$ cat src/rtl/mem_arbiter2_if.sv
// mem_arbiter2_if: bundles the two master request/response ports and the
// shared memory port served by mem_arbiter2.
//   m0_* / m1_* : req, lock, we, addr, dataW from each master; gnt, rvalid,
//                 dataR back to each master.
//   addr, dataW, en, we : request side of the shared memory port.
//   dataR               : memory read data, valid one cycle after a read.
// Modports:
//   slave  - the arbiter's view.
//   master - the masters plus the memory model (the arbiter's environment).
interface mem_arbiter2_if #(
  parameter int ADDR_W = 16,
  parameter int DATA_W = 32
);
  logic              m0_req;
  logic              m0_lock;
  logic              m0_we;
  logic [ADDR_W-1:0] m0_addr;
  logic [DATA_W-1:0] m0_dataW;
  logic              m0_gnt;
  logic              m0_rvalid;
  logic [DATA_W-1:0] m0_dataR;

  logic              m1_req;
  logic              m1_lock;
  logic              m1_we;
  logic [ADDR_W-1:0] m1_addr;
  logic [DATA_W-1:0] m1_dataW;
  logic              m1_gnt;
  logic              m1_rvalid;
  logic [DATA_W-1:0] m1_dataR;

  logic [ADDR_W-1:0] addr;
  logic [DATA_W-1:0] dataR;
  logic [DATA_W-1:0] dataW;
  logic              en;
  logic              we;

  modport slave (
    input  m0_req, m0_lock, m0_we, m0_addr, m0_dataW,
    output m0_gnt, m0_rvalid, m0_dataR,
    input  m1_req, m1_lock, m1_we, m1_addr, m1_dataW,
    output m1_gnt, m1_rvalid, m1_dataR,
    output addr, dataW, en, we,
    input  dataR
  );

  modport master (
    output m0_req, m0_lock, m0_we, m0_addr, m0_dataW,
    input  m0_gnt, m0_rvalid, m0_dataR,
    output m1_req, m1_lock, m1_we, m1_addr, m1_dataW,
    input  m1_gnt, m1_rvalid, m1_dataR,
    input  addr, dataW, en, we,
    output dataR
  );
endinterface

$ cat src/rtl/mem_arbiter2.sv
// mem_arbiter2: two-master arbiter for one shared single-port memory.
// Round-robin on contention, optional lock so a master can keep the port
// for an uninterrupted burst, and per-master saturating grant counters.
//
// Ports:
//   clk        - clock
//   reset      - asynchronous, active-high reset
//   bus        - mem_arbiter2_if.slave (both master ports + memory port)
//   m0_gnt_cnt - number of cycles master 0 was granted (saturating)
//   m1_gnt_cnt - number of cycles master 1 was granted (saturating)
//
// Grants are combinational from the registered state and the current
// requests; read data returns on the cycle after the grant.
//
// state | meaning
// FREE  | no owner; round-robin between requesters
// OWN0  | master 0 holds the port via lock; only master 0 may be granted
// OWN1  | master 1 holds the port via lock; only master 1 may be granted
module mem_arbiter2 #(
  parameter int ADDR_W = 16,
  parameter int DATA_W = 32,
  parameter int CNT_W  = 16
) (
  input  logic             clk,
  input  logic             reset,
  mem_arbiter2_if.slave    bus,
  output logic [CNT_W-1:0] m0_gnt_cnt,
  output logic [CNT_W-1:0] m1_gnt_cnt
);

  typedef enum logic [1:0] {
    FREE = 2'd0,
    OWN0 = 2'd1,
    OWN1 = 2'd2
  } state_t;

  localparam logic [CNT_W-1:0] CNT_MAX = {CNT_W{1'b1}};

  state_t state, state_nxt;
  logic   last_gnt;      // 0: master 0 was granted last, 1: master 1
  logic   gnt0, gnt1;
  logic   rvalid0, rvalid1;

  always_ff @(posedge clk or posedge reset) begin
    if (reset) begin
      state    <= FREE;
      last_gnt <= 1'b1;
    end else begin
      state <= state_nxt;
      if (gnt0)
        last_gnt <= 1'b0;
      else if (gnt1)
        last_gnt <= 1'b1;
    end
  end

  // Grants are forced low while reset is asserted so the memory port and
  // the masters see an idle bus immediately, not only after the next edge.
  always_comb begin
    gnt0      = 1'b0;
    gnt1      = 1'b0;
    state_nxt = state;
    unique case (state)
      FREE: begin
        if (bus.m0_req && bus.m1_req) begin
          if (last_gnt)
            gnt0 = 1'b1;
          else
            gnt1 = 1'b1;
        end else if (bus.m0_req) begin
          gnt0 = 1'b1;
        end else if (bus.m1_req) begin
          gnt1 = 1'b1;
        end
        // Only the winner's lock counts; the loser's lock waits for its grant.
        if (gnt0 && bus.m0_lock)
          state_nxt = OWN0;
        else if (gnt1 && bus.m1_lock)
          state_nxt = OWN1;
      end
      OWN0: begin
        gnt0 = bus.m0_req;
        // Ownership ends on any cycle with lock low, request or not.
        if (!bus.m0_lock)
          state_nxt = FREE;
      end
      OWN1: begin
        gnt1 = bus.m1_req;
        if (!bus.m1_lock)
          state_nxt = FREE;
      end
      default: state_nxt = FREE;
    endcase
    if (reset) begin
      gnt0 = 1'b0;
      gnt1 = 1'b0;
    end
  end

  assign bus.m0_gnt = gnt0;
  assign bus.m1_gnt = gnt1;

  always_comb begin
    bus.en    = 1'b0;
    bus.we    = 1'b0;
    bus.addr  = '0;
    bus.dataW = '0;
    if (gnt0) begin
      bus.en    = 1'b1;
      bus.we    = bus.m0_we;
      bus.addr  = bus.m0_addr;
      bus.dataW = bus.m0_dataW;
    end else if (gnt1) begin
      bus.en    = 1'b1;
      bus.we    = bus.m1_we;
      bus.addr  = bus.m1_addr;
      bus.dataW = bus.m1_dataW;
    end
  end

  // Read return: memory data is shared, rvalid steers it to the owner.
  always_ff @(posedge clk or posedge reset) begin
    if (reset) begin
      rvalid0 <= 1'b0;
      rvalid1 <= 1'b0;
    end else begin
      rvalid0 <= gnt0 && !bus.m0_we;
      rvalid1 <= gnt1 && !bus.m1_we;
    end
  end

  assign bus.m0_rvalid = rvalid0;
  assign bus.m1_rvalid = rvalid1;
  assign bus.m0_dataR  = bus.dataR;
  assign bus.m1_dataR  = bus.dataR;

  always_ff @(posedge clk or posedge reset) begin
    if (reset) begin
      m0_gnt_cnt <= '0;
      m1_gnt_cnt <= '0;
    end else begin
      if (gnt0 && (m0_gnt_cnt != CNT_MAX))
        m0_gnt_cnt <= m0_gnt_cnt + 1'b1;
      if (gnt1 && (m1_gnt_cnt != CNT_MAX))
        m1_gnt_cnt <= m1_gnt_cnt + 1'b1;
    end
  end

endmodule
$ cat src/flat_wrapper.sv
// flat-port wrapper written by rule: the top's interface ports become plain ports
module mem_arbiter2_flat 
#(
  parameter int ADDR_W = 16,
  parameter int DATA_W = 32,
  parameter int CNT_W  = 16
)
  (clk, reset, m0_gnt_cnt, m1_gnt_cnt, bus_m0_req, bus_m0_lock, bus_m0_we, bus_m0_addr, bus_m0_dataW, bus_m0_gnt, bus_m0_rvalid, bus_m0_dataR, bus_m1_req, bus_m1_lock, bus_m1_we, bus_m1_addr, bus_m1_dataW, bus_m1_gnt, bus_m1_rvalid, bus_m1_dataR, bus_addr, bus_dataW, bus_en, bus_we, bus_dataR);
  mem_arbiter2_if #(.ADDR_W(ADDR_W), .DATA_W(DATA_W)) bus_i ();
  input  logic clk;
  input  logic reset;
  output logic [CNT_W-1:0] m0_gnt_cnt;
  output logic [CNT_W-1:0] m1_gnt_cnt;
  input wire logic [$bits(bus_i.m0_req)-1:0] bus_m0_req;
  input wire logic [$bits(bus_i.m0_lock)-1:0] bus_m0_lock;
  input wire logic [$bits(bus_i.m0_we)-1:0] bus_m0_we;
  input wire logic [$bits(bus_i.m0_addr)-1:0] bus_m0_addr;
  input wire logic [$bits(bus_i.m0_dataW)-1:0] bus_m0_dataW;
  output wire logic [$bits(bus_i.m0_gnt)-1:0] bus_m0_gnt;
  output wire logic [$bits(bus_i.m0_rvalid)-1:0] bus_m0_rvalid;
  output wire logic [$bits(bus_i.m0_dataR)-1:0] bus_m0_dataR;
  input wire logic [$bits(bus_i.m1_req)-1:0] bus_m1_req;
  input wire logic [$bits(bus_i.m1_lock)-1:0] bus_m1_lock;
  input wire logic [$bits(bus_i.m1_we)-1:0] bus_m1_we;
  input wire logic [$bits(bus_i.m1_addr)-1:0] bus_m1_addr;
  input wire logic [$bits(bus_i.m1_dataW)-1:0] bus_m1_dataW;
  output wire logic [$bits(bus_i.m1_gnt)-1:0] bus_m1_gnt;
  output wire logic [$bits(bus_i.m1_rvalid)-1:0] bus_m1_rvalid;
  output wire logic [$bits(bus_i.m1_dataR)-1:0] bus_m1_dataR;
  output wire logic [$bits(bus_i.addr)-1:0] bus_addr;
  output wire logic [$bits(bus_i.dataW)-1:0] bus_dataW;
  output wire logic [$bits(bus_i.en)-1:0] bus_en;
  output wire logic [$bits(bus_i.we)-1:0] bus_we;
  input wire logic [$bits(bus_i.dataR)-1:0] bus_dataR;
  assign bus_i.m0_req = bus_m0_req;
  assign bus_i.m0_lock = bus_m0_lock;
  assign bus_i.m0_we = bus_m0_we;
  assign bus_i.m0_addr = bus_m0_addr;
  assign bus_i.m0_dataW = bus_m0_dataW;
  assign bus_m0_gnt = bus_i.m0_gnt;
  assign bus_m0_rvalid = bus_i.m0_rvalid;
  assign bus_m0_dataR = bus_i.m0_dataR;
  assign bus_i.m1_req = bus_m1_req;
  assign bus_i.m1_lock = bus_m1_lock;
  assign bus_i.m1_we = bus_m1_we;
  assign bus_i.m1_addr = bus_m1_addr;
  assign bus_i.m1_dataW = bus_m1_dataW;
  assign bus_m1_gnt = bus_i.m1_gnt;
  assign bus_m1_rvalid = bus_i.m1_rvalid;
  assign bus_m1_dataR = bus_i.m1_dataR;
  assign bus_addr = bus_i.addr;
  assign bus_dataW = bus_i.dataW;
  assign bus_en = bus_i.en;
  assign bus_we = bus_i.we;
  assign bus_i.dataR = bus_dataR;
  mem_arbiter2 #(.ADDR_W(ADDR_W), .DATA_W(DATA_W), .CNT_W(CNT_W)) u_core (.clk(clk), .reset(reset), .bus(bus_i), .m0_gnt_cnt(m0_gnt_cnt), .m1_gnt_cnt(m1_gnt_cnt));
endmodule
$ cat config.mk
export PLATFORM = sky130hd
export DESIGN_NAME = mem_arbiter2_flat
export DESIGN_NICKNAME = d
export VERILOG_FILES = /design/src/rtl/mem_arbiter2_if.sv /design/src/rtl/mem_arbiter2.sv /design/src/flat_wrapper.sv
export SDC_FILE = /design/constraint.sdc
export NUM_CORES = 1
export LEC_CHECK = 0
export CAP_MARGIN = 40
export CORE_AREA = 3 3 110 112
export DETAILED_ROUTE_END_ITERATION = 16
export DIE_AREA = 0 0 113 115
export PLACE_DENSITY = 0.73
export SLEW_MARGIN = 5
export SYNTH_ARGS = -nofsm -noshare
export SYNTH_HDL_FRONTEND = slang
export SYNTH_SLANG_ARGS = --single-unit
$ cat constraint.sdc
create_clock -name clk -period 1.8 [get_ports clk]
set_clock_uncertainty 0.05 [all_clocks]
set_input_delay 0.18 -clock clk [delete_from_list [all_inputs] [get_ports clk]]
set_output_delay 0.18 -clock clk [all_outputs]
set_load 0.03 [all_outputs]
### Word-level counts from Yosys, hierarchy flattened

Cells that the tools add are included.

| storage, ports and cells | value |
|---|---|
| bits in registers | 37 |
| input bits | 136 |
| output and inout bits | 150 |
| word-level logic and storage cells | 55 |

| operators by class | value |
|---|---|
| add/subtract/negate cells | 2 |
| eq/ne operators | 7 |
| muxes and demuxes | 28 |
| reduce and logical (&&, ||, !) cells | 12 |

Operators with widths:

| operator | count |
|---|---|
| $mux W32 | 2 |
| $add A16 B1 Y16 const B | 2 |
| $mux W16 | 2 |
| $ne A16 B16 Y1 const B | 2 |
| $mux W1 | 17 |
| $mux W2 | 4 |
| $logic_and A1 B1 Y1 | 7 |
| $pmux W2 S3 | 1 |
| $ne A2 B2 Y1 const B | 2 |
| $pmux W1 S2 | 2 |
| $ne A3 B1 Y1 const B | 1 |
| $reduce_and A3 Y1 | 1 |
| $eq A2 B1 Y1 const B | 1 |
| $eq A2 B2 Y1 const B | 1 |
| $logic_not A1 Y1 | 2 |
| $logic_not A2 Y1 | 1 |
| $reduce_bool A2 Y1 | 1 |

### Depth between registers and ports, before layout

| depth | value |
|---|---|
| depth after elaboration | 8 |
| mapped depth | 6 |

### Worst setup path after synthesis

OpenSTA, ideal clock, no wires.

| path | value |
|---|---|
| path type | register -> output |
| start | register u_core.last_gnt |
| end | output port bus_dataW[23] |
| data arrival time | 1.751 ns |
| setup slack | -0.181 ns |
| cell stages (with the launch flop) | 6 |
| path buffers | 1 |
| cells stage by stage | dfstp_2 > nand2b_1 > o21ai_2 > inv_2 > clkbuf_1 > a22o_1 |

| between the ends | value |
|---|---|
| elaborated cells between the ends (all ways) | 12 |

RTL lines:

| what | line | source |
|---|---|---|
| start, declared | mem_arbiter2.sv:40 | `logic last_gnt;` |
| start signal, assigned | mem_arbiter2.sv:47 | `last_gnt <= 1'b1;` |
| start signal, assigned | mem_arbiter2.sv:51 | `last_gnt <= 1'b0;` |
| start signal, assigned | mem_arbiter2.sv:53 | `last_gnt <= 1'b1;` |
| $mux W1 | mem_arbiter2.sv:66 | `if (last_gnt)` |
| $mux W1 | mem_arbiter2.sv:65 | `if (bus.m0_req && bus.m1_req) begin` |
| $mux W1 | mem_arbiter2.sv:63 | `unique case (state)` |
| $pmux W1 S2 | mem_arbiter2.sv:63 |  |
| $mux W1 | mem_arbiter2.sv:94 | `if (reset) begin` |
| named net bus_m0_gnt | flat_wrapper.sv:19 | `output wire logic [$bits(bus_i.m0_gnt)-1:0] bus_m0_gnt;` |
| $mux W32 | mem_arbiter2.sv:108 | `if (gnt0) begin` |
| end, declared | flat_wrapper.sv:31 | `output wire logic [$bits(bus_i.dataW)-1:0] bus_dataW;` |

The timed path passes the listed nets, and every way through them passes these cells. The select of a mux whose other input is x is not followed.

### Worst setup path after layout

| path | value |
|---|---|
| start | register u_core.last_gnt |
| end | output port bus_addr[10] |

| between the ends | value |
|---|---|
| longest elaborated chain between the ends | 7 |
| elaborated cells between the ends (all ways) | 12 |

RTL lines:

| what | line | source |
|---|---|---|
| $mux W1 | mem_arbiter2.sv:66 |  |
| $mux W1 | mem_arbiter2.sv:65 |  |
| $mux W1 | mem_arbiter2.sv:63 |  |
| $pmux W1 S2 | mem_arbiter2.sv:63 |  |
| $mux W1 | mem_arbiter2.sv:94 |  |
| $mux W16 | mem_arbiter2.sv:113 | `end else if (gnt1) begin` |
| $mux W16 (*) | mem_arbiter2.sv:108 |  |
| end, declared | flat_wrapper.sv:30 | `output wire logic [$bits(bus_i.addr)-1:0] bus_addr;` |

Mark *: on every way between the ends. The rest lies on a longest branch, timed or not. The select of a mux whose other input is x is not followed.

==> flow_metrics.env <==
export IMPL_wirelength_um=12100
export IMPL_tightest_slew_ps=344
export IMPL_synthDistinctLibCells=35
export IMPL_syn_inst=291
export IMPL_grt_ovfl_total=0
export IMPL_status="finished with violations"
export IMPL_die_h_um=115
export IMPL_post_layout_nonfiller_instances=593
export IMPL_synth_area_um2=2810
export IMPL_synth_async_reset_ratio_pct=100
export IMPL_pre_cts_slack_ps=-168
export IMPL_grt_util_met1_pct=18.6
export IMPL_rows=39
export IMPL_start_kind="flop"
export IMPL_whs_ps=25.3
export IMPL_die_area_um2=13000
export IMPL_synth_cells_most_frequent="buf_4, a22o_1, dfrtp_1"
export IMPL_clock_latency_ps=280
export IMPL_critPathRequiredTime_ps=1570
export IMPL_clk_pin_slew_ps=60
export IMPL_rsz0062_at_grt="true"
export IMPL_dr_pass1_iters=4
export IMPL_clk_root_buffer_cell="clkbuf_16"
export IMPL_dp_hpwl_um=9620
export IMPL_drtIter0Drc=109
export IMPL_slew_viol_final=0
export IMPL_crit_type="reg2out"
export IMPL_cts_htree_levels=2
export IMPL_ant_nets=0
export IMPL_ys_ff_latch=37
export IMPL_synth_area_leaders="dfrtp_1, buf_4, a22o_1, xor2_1, nand4_1"
export IMPL_yosysWarnings=0
export IMPL_path_max_fanout=25
export IMPL_p_leak_uw=0.00224
export IMPL_hold_viol_final=0
export IMPL_post_route_min_period_ps=1970
export IMPL_fin_ws_ps=-170
export IMPL_busiest_layer="met2"
export IMPL_cts_buffers_inserted=5
export IMPL_area_growth_syn_to_layout_pct=83.2
export IMPL_die_x_um=113
export IMPL_gp_congestion=0.857
export IMPL_grt_pass1_vias=3004
export IMPL_vias_per_cell=4.82
export IMPL_grt_max_degree=38
export IMPL_cts_tree="yes"
export IMPL_coreArea_um2=11300
export IMPL_max_freq_mhz=508
export IMPL_gr_usage_met3_pct=3.32
export IMPL_grt_antenna_before_repair=0
export IMPL_synth_edf_count=0
export IMPL_drive_above_1_share_pct=30.4
export IMPL_period_share_pct=109
export IMPL_endpoint_kind="output port"
export IMPL_max_cap_violations=0
export IMPL_io_pins=286
export IMPL_start_util_pct=24.8
export IMPL_worst_ep_arrival_time_ps=1740
export IMPL_dpl_cell_count=577
export IMPL_cts_max_path_buffers=2
export IMPL_gr_usage_all_layers_pct=16.9
export IMPL_yosysSeqAreaShare_pct=33.0
export IMPL_setup_viol=49
export IMPL_fillers=1094
export IMPL_final_core_util_pct=45.4
export IMPL_syn_area_per_cell_um2=9.65
export IMPL_synth_largest_area_cell="dfrtp_1"
export IMPL_fin_nets=587
export IMPL_p_per_area_nw_per_um2=841
export IMPL_vias=2858
export IMPL_clock_sinks=37
export IMPL_peakVddDrop_v=0.000872
export IMPL_synth_ff_type="dfrtp_1"
export IMPL_grtUsageMet2_pct=32.7
export IMPL_antenna_cells=0
export IMPL_yosysTopAreaCellShare_pct=32.1
export IMPL_failed_checks="setup timing"
export IMPL_drc=0
export IMPL_port_buffers=189
export IMPL_synth_nets=429
export IMPL_rr_worst_depth=7
export IMPL_grt_first_pass_wirelength_um=17000
export IMPL_hold_path_class="in2async"
export IMPL_wl_per_cell_um=20.4
export IMPL_maxSlewHeadroom_pct=77.0
export IMPL_synth_most_common_cell="buf_4"
export IMPL_total_power_uw=4320
flip-flops by register name, indices dropped and copies added (netlist names):
register and count:
u_core.last_gnt 1, u_core.m1_gnt_cnt 16, u_core.bus.m0_rvalid 1, u_core.state 2, u_core.bus.m1_rvalid 1, u_core.m0_gnt_cnt 16
critical path, cell delays in order (launching register included):
cell and delay, ps:
dfstp_2 560, nand3b_1 90, nand2_2 110, clkinv_4 100
buf_12 170, a22o_1 270, buf_6 150
final timing paths:
kind	startpoint	endpoint	slack (ps)
setup / recovery	u_core.last_gnt	bus_addr[10]	-170
hold / removal	reset	u_core.m1_gnt_cnt[15]	30
setup reg to reg	u_core.state[0]	u_core.m1_gnt_cnt[1]	10
hold reg to reg	u_core.m0_gnt_cnt[15]	u_core.m0_gnt_cnt[15]	450
max in group asynchronous	reset	u_core.last_gnt	1430
min in group clk	bus_dataR[20]	bus_m0_dataR[20]	310
cell type report:
type                    instances  area [µm²]  area share (%)
well taps                     143         179            3.48
clock buffers                   6         139            2.70
flip-flops and latches         37         935            18.2
clock inverters                 2        37.5           0.730
multi-input cells             173        1450            28.2
repair buffers                229        2380            46.3
inverters                       3        18.8           0.365
stage by stage:
step	TNS, ps	cell area (µm²)
floorplan	0	2830
global placement	-5230	4500
detailed placement	-7300	4500
CTS	-7650	4980
global route	-10780	5140
finish	-7100	5140
power by group:
group | internal (µW) | switching [µW] | total [µW] | leakage (µW)
Sequential | 996 | 147 | 1140 | 0.000473
Combinational | 1060 | 1070 | 2140 | 0.00168
Clock | 691 | 354 | 1040 | 0.0000831
cells by family (layout without fill, tap and decap cells):
logic type                 after synthesis  after routing  share of synthesized area, %
and+or+nand+nor                         86             86                          19.2
xor gates and xnor gates                28             28                          8.73
AOI/OAI and AO/OA                       53             53                          16.2
DFF                                     37             37                          33.0
muxes                                    4              4                          1.60
buffers and inverters                   81            240                          20.4
adders and majority gates                2              2                         0.891
cell usage in the layout (no fill, tap or decap), types with 3 or more instances in the layout:
cell type        instances
clkdlybuf4s50_1        135
buf_6                   53
a22o_1                  47
buf_4                   31
dfrtp_1                 30
xor2_1                  26
nand4_1                 14
nand3_1                 10
nor3_1                   9
nand2_1                  9
nor4_2                   7
nor2_1                   7
and3_1                   6
clkbuf_16                6
dfrtp_2                  6
buf_12                   5
nor3b_1                  4
nor4_1                   4
nor4_4                   3
mux2_2                   3
layer usage:
metal  wire length, µm  up-vias
met2              6620      138
met5                 0        -
met1              4560     1385
met3               701       17
li1                  -     1318
met4               209        0
timing repair:
action / CTS / global route
cloned: 2 / 1
resized for setup: 64 / 22
setup endpoints to repair: 51 / 69
pin swaps: 2 / 5
setup buffers: 2 / 4
hold buffers: 0 / 0
endpoints found under the hold margin: 0 / 0
(Power assumes the default switching activity.)
